==> src/rtl/light_transition_controller_pkg.sv <==
// Shared lighting definitions: lamp/shade widths, controller states and bit helpers
// used by the transition controller.
package light_transition_controller_pkg;

    localparam int unsigned NUM_LAMPS = 16;
    localparam int unsigned SHADE_W   = 4;
    localparam int unsigned COUNT_W   = $clog2(NUM_LAMPS + 1);

    typedef logic [NUM_LAMPS-1:0] lamp_t;
    typedef logic [SHADE_W-1:0]   shade_t;
    typedef logic [COUNT_W-1:0]   lamp_cnt_t;

    typedef enum logic [1:0] {
        IDLE,
        RUN,
        DONE
    } state_e;

    // Isolates the lowest set bit; zero in gives zero out.
    function automatic lamp_t lowest_set(input lamp_t v);
        return v & (~v + lamp_t'(1));
    endfunction

    function automatic lamp_cnt_t popcount(input lamp_t v);
        lamp_cnt_t c;
        c = '0;
        for (int i = 0; i < NUM_LAMPS; i++) begin
            c = c + lamp_cnt_t'(v[i]);
        end
        return c;
    endfunction

endpackage

==> src/rtl/light_transition_controller_step_prescaler.sv <==
// N-cycle step counter: counts 0..N-1 while enabled and fires tick on the N-1 cycle.
module step_prescaler #(
    parameter int unsigned N = 4
) (
    input  logic clk,
    input  logic rst,
    input  logic clr,
    input  logic en,
    output logic tick
);

    localparam int unsigned W = (N > 1) ? $clog2(N) : 1;
    localparam logic [W-1:0] LAST = W'(N - 1);

    logic [W-1:0] count_q;

    assign tick = en && (count_q == LAST);

    always_ff @(posedge clk) begin
        if (rst || clr) begin
            count_q <= '0;
        end else if (en) begin
            count_q <= tick ? '0 : count_q + W'(1);
        end
    end

endmodule

==> src/rtl/light_transition_controller.sv <==
// Applies a latched lamp pattern and shade level gradually: one lamp per lamp step,
// one shade level per shade step, then pulses done.
module light_transition_controller
    import light_transition_controller_pkg::*;
#(
    parameter int unsigned STEP_CYCLES  = 4,
    parameter int unsigned SHADE_CYCLES = 8
) (
    input  logic                 clk,
    input  logic                 rst,
    input  logic                 load,
    input  logic [NUM_LAMPS-1:0] target_state,
    input  logic [SHADE_W-1:0]   target_shade,
    output logic [NUM_LAMPS-1:0] lamp_out,
    output logic [SHADE_W-1:0]   shade_pos,
    output logic                 motor_up,
    output logic                 motor_down,
    output logic [COUNT_W-1:0]   lamp_count,
    output logic                 busy,
    output logic                 done
);

    state_e state_q;
    lamp_t  lamp_q, lamp_d, tgt_state_q;
    shade_t shade_q, shade_d, tgt_shade_q;
    logic   busy_q, done_q;

    logic running;
    logic presc_clr;
    logic lamp_tick;
    logic shade_tick;
    logic at_target;

    assign running   = (state_q == RUN);
    // A fresh run (from IDLE or DONE) restarts both step grids; a retarget does not.
    assign presc_clr = load && !running;
    assign at_target = (lamp_q == tgt_state_q) && (shade_q == tgt_shade_q);

    step_prescaler #(.N(STEP_CYCLES)) u_lamp_presc (
        .clk  (clk),
        .rst  (rst),
        .clr  (presc_clr),
        .en   (running),
        .tick (lamp_tick)
    );

    step_prescaler #(.N(SHADE_CYCLES)) u_shade_presc (
        .clk  (clk),
        .rst  (rst),
        .clr  (presc_clr),
        .en   (running),
        .tick (shade_tick)
    );

    always_comb begin
        // NOTE: defaults first so every path assigns lamp_d/shade_d; otherwise a latch is inferred.
        lamp_d  = lamp_q;
        shade_d = shade_q;
        if (lamp_tick) begin
            lamp_d = lamp_q ^ lowest_set(lamp_q ^ tgt_state_q);
        end
        if (shade_tick) begin
            if (shade_q < tgt_shade_q) begin
                shade_d = shade_q + shade_t'(1);
            end else if (shade_q > tgt_shade_q) begin
                shade_d = shade_q - shade_t'(1);
            end
        end
    end

    // NOTE: sequential state uses non-blocking <= so every register sees pre-edge values.
    always_ff @(posedge clk) begin
        if (rst) begin
            state_q     <= IDLE;
            lamp_q      <= '0;
            shade_q     <= '0;
            tgt_state_q <= '0;
            tgt_shade_q <= '0;
            busy_q      <= 1'b0;
            done_q      <= 1'b0;
        end else begin
            lamp_q  <= lamp_d;
            shade_q <= shade_d;
            busy_q  <= 1'b0;
            done_q  <= 1'b0;
            unique case (state_q)
                IDLE: begin
                    if (load) begin
                        tgt_state_q <= target_state;
                        tgt_shade_q <= target_shade;
                        state_q     <= RUN;
                        busy_q      <= 1'b1;
                    end
                end
                RUN: begin
                    // A retarget keeps the run alive even if the old target was just met.
                    if (load) begin
                        tgt_state_q <= target_state;
                        tgt_shade_q <= target_shade;
                        busy_q      <= 1'b1;
                    end else if (at_target) begin
                        state_q <= DONE;
                        done_q  <= 1'b1;
                    end else begin
                        busy_q <= 1'b1;
                    end
                end
                DONE: begin
                    if (load) begin
                        tgt_state_q <= target_state;
                        tgt_shade_q <= target_shade;
                        state_q     <= RUN;
                        busy_q      <= 1'b1;
                    end else begin
                        state_q <= IDLE;
                    end
                end
                default: begin
                    state_q <= IDLE;
                end
            endcase
        end
    end

    assign lamp_out   = lamp_q;
    assign shade_pos  = shade_q;
    assign motor_up   = running && (shade_q < tgt_shade_q);
    assign motor_down = running && (shade_q > tgt_shade_q);
    assign lamp_count = popcount(lamp_q);
    assign busy       = busy_q;
    assign done       = done_q;

endmodule
==> config.mk <==
export PLATFORM = sky130hd
export DESIGN_NAME = light_transition_controller
export DESIGN_NICKNAME = d
export VERILOG_FILES = /design/src/rtl/light_transition_controller_pkg.sv /design/src/rtl/light_transition_controller_step_prescaler.sv /design/src/rtl/light_transition_controller.sv
export SDC_FILE = /design/constraint.sdc
export NUM_CORES = 1
export LEC_CHECK = 0
export CAP_MARGIN = 10
export CORE_MARGIN = 2
export CORE_UTILIZATION = 30
export CTS_CLUSTER_DIAMETER = 120
export DETAILED_ROUTE_END_ITERATION = 10
export GPL_ROUTABILITY_DRIVEN = 0
export PLACE_DENSITY = 0.54
export SYNTH_ARGS = -nofsm -noshare
export SYNTH_HDL_FRONTEND = slang
export SYNTH_SLANG_ARGS = --single-unit
==> constraint.sdc <==
create_clock -name clk -period 3.3 [get_ports clk]
set_input_delay 0.33 -clock clk [delete_from_list [all_inputs] [get_ports clk]]
set_output_delay 0.33 -clock clk [all_outputs]
set_load 0.05 [all_outputs]
# Word level (Yosys, flattened, before mapping)
# Cells that the tools add are included.
op_classes:
  n_addsub: 20
  magnitude_cmp: 2
  eq_ne: 9
  muxes: 14
  n_bitwise: 5
  reduce_logical: 16
ops:
  columns: ["op", "n"]
  rows:
  - ["5-bit by 1-bit adder with 5-bit output", 11]
  - ["16-bit bitwise XOR", 2]
  - ["16-bit by 1-bit adder with 16-bit output (second input constant)", 1]
  - ["16-bit AND", 1]
  - ["16-bit equality test", 1]
  - ["16-bit inverter", 1]
  - ["2-bit 2-to-1 mux", 4]
  - ["4-bit 2-to-1 mux", 2]
  - ["1-bit logical AND", 6]
  - ["2-bit one-hot mux with 3 select lines", 1]
  - ["3-bit OR reduction", 2]
  - ["4-bit by 1-bit adder with 5-bit output", 1]
  - ["1-bit 2-to-1 mux", 5]
  - ["3-bit by 1-bit adder with 4-bit output", 1]
  - ["4-bit by 1-bit adder with 4-bit output (second input constant)", 1]
  - ["2-bit equality test (second input constant)", 2]
  - ["4-bit equality test", 1]
  - ["4-bit > comparator", 1]
  - ["4-bit < comparator", 1]
  - ["2-bit != test (second input constant)", 2]
  - ["2-bit AND reduction", 2]
  - ["4-bit by 1-bit subtractor with 4-bit output (second input constant)", 1]
  - ["2-bit by 1-bit adder with 3-bit output", 1]
  - ["3-bit by 1-bit adder with 3-bit output (second input constant)", 1]
  - ["other kinds (14)", 14]
totals:
  reg_bits: 49
  input_bits: 23
  wordCells: 75

# Logic depth before layout (Yosys ltp)
logic_depth:
  ltp_word: 15
  depth_mapped: 12

# Cells and area by module
# A second synthesis with hierarchy kept.
unflattened:
  hier_cells: 312
  area_unflattened_um2: 2696.3
by_module_without_submodules:
  columns: ["mod", "n_inst", "cells_each", "area_each_um2"]
  rows:
  - ["light_transition_controller", 1, 289, 2439.8]
  - ["step_prescaler (u_shade_presc)", 1, 14, 155.1]
  - ["step_prescaler (u_lamp_presc)", 1, 9, 101.3]

# Worst setup path before layout
# No wires, ideal clock.
synth_timing:
  kind: "register -> output"
  startpoint: "register lamp_q[0] (netlist: lamp_out[0])"
  endpoint: "output port lamp_count[2]"
  arrival_ns: 4.207
  required_time_ns: 2.970
  slack_ns: -1.237
  stages_incl_launch_ff: 10
  cell_sequence: "dfxtp_1 -> inv_1 -> fa_1 -> fa_1 -> fa_1 -> fa_1 -> inv_1 -> ha_1 -> fa_1 -> xor2_1"
synth_between:
  elab_chain_len: 15
synth_rtl:
  columns: ["element", "line_no", "text"]
  rows:
  - ["start: declaration", "light_transition_controller.sv:24", "lamp_t lamp_q, lamp_d, tgt_state_q;"]
  - ["start signal: assignment", "light_transition_controller.sv:82", "lamp_q <= lamp_d;"]
  - ["1-bit by 1-bit adder with 2-bit output", "light_transition_controller_pkg.sv:28", "c = c + lamp_cnt_t'(v[i]);"]
  - ["2-bit by 1-bit adder with 3-bit output", "light_transition_controller_pkg.sv:28", null]
  - ["3-bit by 1-bit adder with 4-bit output", "light_transition_controller_pkg.sv:28", null]
  - ["4-bit by 1-bit adder with 5-bit output", "light_transition_controller_pkg.sv:28", null]
  - ["5-bit by 1-bit adder with 5-bit output (11 in a row)", "light_transition_controller_pkg.sv:28", null]
  - ["end: declaration", "light_transition_controller.sv:18", "output logic [COUNT_W-1:0] lamp_count,"]
# No other way between the ends.

==> Implementation_results.wiki <==
{| class="wikitable"
! Metric !! Value
|-
| Result of the run || complete, but fails checks
|-
| Failing checks || negative setup slack
|-
| Most frequent cells in the layout || 53 x sky130_fd_sc_hd__nand2_1, 45 x sky130_fd_sc_hd__clkdlybuf4s50_1, 41 x sky130_fd_sc_hd__a21oi_1, 40 x sky130_fd_sc_hd__dfxtp_1, 27 x sky130_fd_sc_hd__inv_1
|-
| Area added between synthesis and finish || 37.0%
|-
| Vias/cell || roughly 4.7
|-
| I/O pin total || 52
|-
| Post-CTS repair timing setup buffer count || 0
|-
| Async set-reset flop share out of synthesis || 0
|-
| Die Ht || 99.0 um
|-
| Leading cell types by total area after synthesis || sky130_fd_sc_hd__dfxtp_1 36%, sky130_fd_sc_hd__fa_1 8.1%, sky130_fd_sc_hd__a21oi_1 7.9%, sky130_fd_sc_hd__nand2_1 7.3%, sky130_fd_sc_hd__ha_1 6.5%
|-
| Fin crit period || slightly above 4 ns
|-
| Antenna violations before repair || 0
|-
| Detailed-route DRC error count || 0
|-
| Final-layout worst hold slack || between 0.4 and 0.5 ns
|-
| Area of the mapped netlist || ~2700 um^2
|-
| Synthesized netlist net count || between 300 and 400
|-
| Number of buffers between clock root and the deepest sink || 2
|-
| TritonCTS clock tree || yes
|-
| Crit path max-delay family || adder cells
|-
| Instance area at placement || roughly 3600 um^2
|-
| Full die area || 9810 um^2
|-
| Final Cell Area || approximately 3700 um^2
|-
| Antenna Nets Post-Route || 0
|-
| Average cell area after synthesis || approximately 8.5 um^2
|-
| GR Overflow Total || 0
|-
| Total number of vias || roughly 2300
|-
| CP Class || register to output pin
|-
| Number of enable flip-flop cells after synthesis || 0
|-
| Number of failing setup endpoints in the final timing report || 5
|-
| Count of unique library cells instantiated by Yosys || 41
|-
| Achievable clock frequency || approximately 250 MHz
|-
| Maximum clock skew at final layout || about 0.0056 ns
|-
| Final Net Count || between 400 and 500
|-
| HP Class || register to register
|-
| Number of I/O port buffers || 51
|-
| First-pass detailed-route iteration total || 4
|-
| Ordered cell list for the critical path || fa_1 > inv_1 > fa_1 > fa_1 > fa_1 > inv_2 > ha_4 > fa_2 > buf_6 > xor2_4 > buf_12
|-
| Deepest level of the CTS H-tree || 2
|-
| Clock Sink Count || just under 50
|-
| Number of synthesis warnings || 0
|-
| Antenna diodes || 0
|-
| Main flop type after synthesis || sky130_fd_sc_hd__dfxtp_1
|-
| Final hold violations || 0
|-
| Seq. cell area || 1010 um^2
|-
| Sequential-to-total area share from yosys stat || 0.362
|-
| Final total power || around 1200 uW
|-
| Unrepaired setup endpoints after global routing || yes
|-
| Worst Hold Launch || tgt_shade_q[2]$_SDFFE_PP0P_
|-
| Wire length of the first global-routing pass || 11.0 mm
|-
| Global-route total usage across every layer || 0.137
|-
| Number of filler cells placed in the layout || approximately 870
|-
| Number of global-route vias before repair || around 2300
|-
| Overall routed net length || 6.41 mm
|-
| Power Density || ~320 nW/um^2
|-
| Hold path cells || 2
|-
| Worst path arrival time || between 3 and 4 ns
|-
| Worst voltage drop across the vdd grid || 0.224 mV
|-
| Worst path bufs/invs || 4
|-
| Max-slew violation count || 0
|-
| Max-Slew Margin vs Limit || 0.451
|-
| Area share of the largest cell type after synthesis || 0.362
|-
| Worst path setup slack after routing || -0.720 ns
|-
| Pin count of the biggest net entering global routing || 34
|-
| Site Rows || 34
|-
| Area of combinational cells with multiple inputs || 1650 um^2
|-
| Category of the worst setup path capture point || output pin
|-
| Slew @ Worst Pin || 0.816 ns
|-
| Startpoint type of the worst setup path || register
|-
| Sum of net half-perimeters after detailed placement || between 4 and 5 mm
|-
| Clock-pin slew of the registers on the worst-case setup and hold paths || roughly 0.09 ns
|-
| Leading cell type in the layout, fill and taps excluded || sky130_fd_sc_hd__nand2_1
|-
| Master cell of the clock root buffer || sky130_fd_sc_hd__clkbuf_8
|-
| Max Fanout on Critical Path || 2
|-
| Highest-delay cell along the critical path || sky130_fd_sc_hd__fa_1
|-
| Width of the die || 99.0 um
|-
| Reported max-cap violation count || 0
|-
| Clock latency on the worst-skew pair || 0.30 ns
|-
| Source of the worst register-to-register timing path || shade_pos[0]$_SDFFE_PP0P_
|-
| Flops & latches, synth || 49
|-
| Initial cell density of the core || 0.311
|-
| R2R depth || 11
|-
| Cell type contributing the most total cell area after synthesis || sky130_fd_sc_hd__dfxtp_1
|-
| Path length in cells of the critical path || 11
|-
| Layout cells sized above 1 || 0.147
|-
| Cts bufs inserted || 5
|-
| Critical path's most frequent cell || sky130_fd_sc_hd__fa_1
|-
| Sum of negative setup slack || -2.81 ns
|-
| Cells after synthesis || 320
|-
| Data required time at the worst endpoint || about 3.0 ns
|-
| Core box area || a little under 9000 um^2
|-
| DR iter-0 viols || roughly 110
|-
| Leakage Power || between 0.0015 and 0.002 uW
|-
| Period utilisation layout || 1.22
|-
| Critical path's largest stage delay || between 0.5 and 0.6 ns
|-
| Routed wire length per instance || 13.0 um
|}
## final timing paths
| check | end | slack, ns |
|---|---|---|
| worst max-delay path | lamp_count[2] | -0.72 |
| worst min-delay path | tgt_shade_q[2]$_SDFFE_PP0P_ | 0.46 |
| worst max register to register | shade_pos[3]$_SDFFE_PP0P_ | 0.72 |
| worst min register to register | tgt_shade_q[2]$_SDFFE_PP0P_ | 0.46 |
## metal layers
metal | routed length (um) | up-vias | GRT usage
met4 | 71 | 0 | 0.0348
met1 | 3040 | 1087 | 0.181
met5 | 0 | - | 0
li1 | - | 1200 | -
met2 | 3020 | 37 | 0.229
met3 | 287 | 6 | 0.0277
## cell families (layout without fill, tap and decap cells)
kind of cell | Yosys count | count (layout) | share of synthesized area
flip-flops | 49 | 49 | 0.362
buffers and inverters | 41 | 108 | 0.0573
AND/OR/NAND/NOR | 117 | 117 | 0.220
adder cells (fa/ha/maj) | 25 | 25 | 0.146
multiplexers | 5 | 5 | 0.0189
XOR/XNOR | 21 | 21 | 0.0679
AO/OA/AOI/OAI | 62 | 62 | 0.128
## cell usage after synthesis (2+ instances only)
cell type,count
sky130_fd_sc_hd__xor2_1,15
sky130_fd_sc_hd__dfxtp_1,49
sky130_fd_sc_hd__nand4_1,4
sky130_fd_sc_hd__clkbuf_1,10
sky130_fd_sc_hd__a21oi_1,43
sky130_fd_sc_hd__nor3_2,2
sky130_fd_sc_hd__fa_1,11
sky130_fd_sc_hd__nor2b_1,3
sky130_fd_sc_hd__xnor2_1,6
sky130_fd_sc_hd__mux2i_1,4
sky130_fd_sc_hd__nand3_1,4
sky130_fd_sc_hd__nor3_1,5
sky130_fd_sc_hd__o31ai_1,2
sky130_fd_sc_hd__nand3b_1,5
sky130_fd_sc_hd__a21o_1,3
sky130_fd_sc_hd__nand2b_1,3
sky130_fd_sc_hd__o21ai_1,3
sky130_fd_sc_hd__nand2_1,53
sky130_fd_sc_hd__nor3b_1,2
sky130_fd_sc_hd__ha_1,14
sky130_fd_sc_hd__and3_1,2
sky130_fd_sc_hd__nor2_1,23
sky130_fd_sc_hd__inv_1,30
sky130_fd_sc_hd__a31oi_1,5
sky130_fd_sc_hd__and2_1,2
sky130_fd_sc_hd__nand4_2,2
## through the flow
| stage | instances | setup WS (ns) | utilization |
|---|---|---|---|
| after floorplan | 320 | -0.414 | - |
| after global placement | 487 | -0.401 | 0.411 |
| after detailed placement | 487 | -0.457 | 0.411 |
| after CTS | 495 | -0.742 | 0.425 |
| after global routing | 495 | -0.835 | 0.425 |
| final | 495 | -0.720 | 0.425 |
## where the power goes
| group | internal (uW) | total [uW] | switching [uW] |
|---|---|---|---|
| sequential | 602 | 617 | 15.1 |
| clock | 224 | 423 | 198 |
| combinational | 67.8 | 159 | 90.8 |
## area by class of cell
type,count,area share
Clock inverter,2,0.00911
Sequential cell,49,0.274
Inverter,30,0.0304
Tap cell,108,0.0364
Timing Repair Buffer,70,0.187
Multi-Input combinational cell,230,0.444
Clock buffer,6,0.0196
## worst reg2reg max path, cell delays in order (launching register included)
cell and delay [ns]:
sky130_fd_sc_hd__dfxtp_1 0.46, sky130_fd_sc_hd__inv_1 0.07, sky130_fd_sc_hd__ha_1 0.19, sky130_fd_sc_hd__nand2b_1 0.15, sky130_fd_sc_hd__a21o_1 0.20, sky130_fd_sc_hd__nand2_1 0.16, sky130_fd_sc_hd__ha_1 0.26, sky130_fd_sc_hd__a21o_1 0.17
sky130_fd_sc_hd__a21oi_1 0.18, sky130_fd_sc_hd__a21boi_0 0.20, sky130_fd_sc_hd__o21ai_1 0.10, sky130_fd_sc_hd__mux2_1 0.32
## repair_timing
action                     in CTS  in global routing
setup endpoints to repair       5                  5
resized for setup               5                  0
pin swaps                       2                  0
hold buffers                    0                  0
Power figures use the tool's default switching activity.
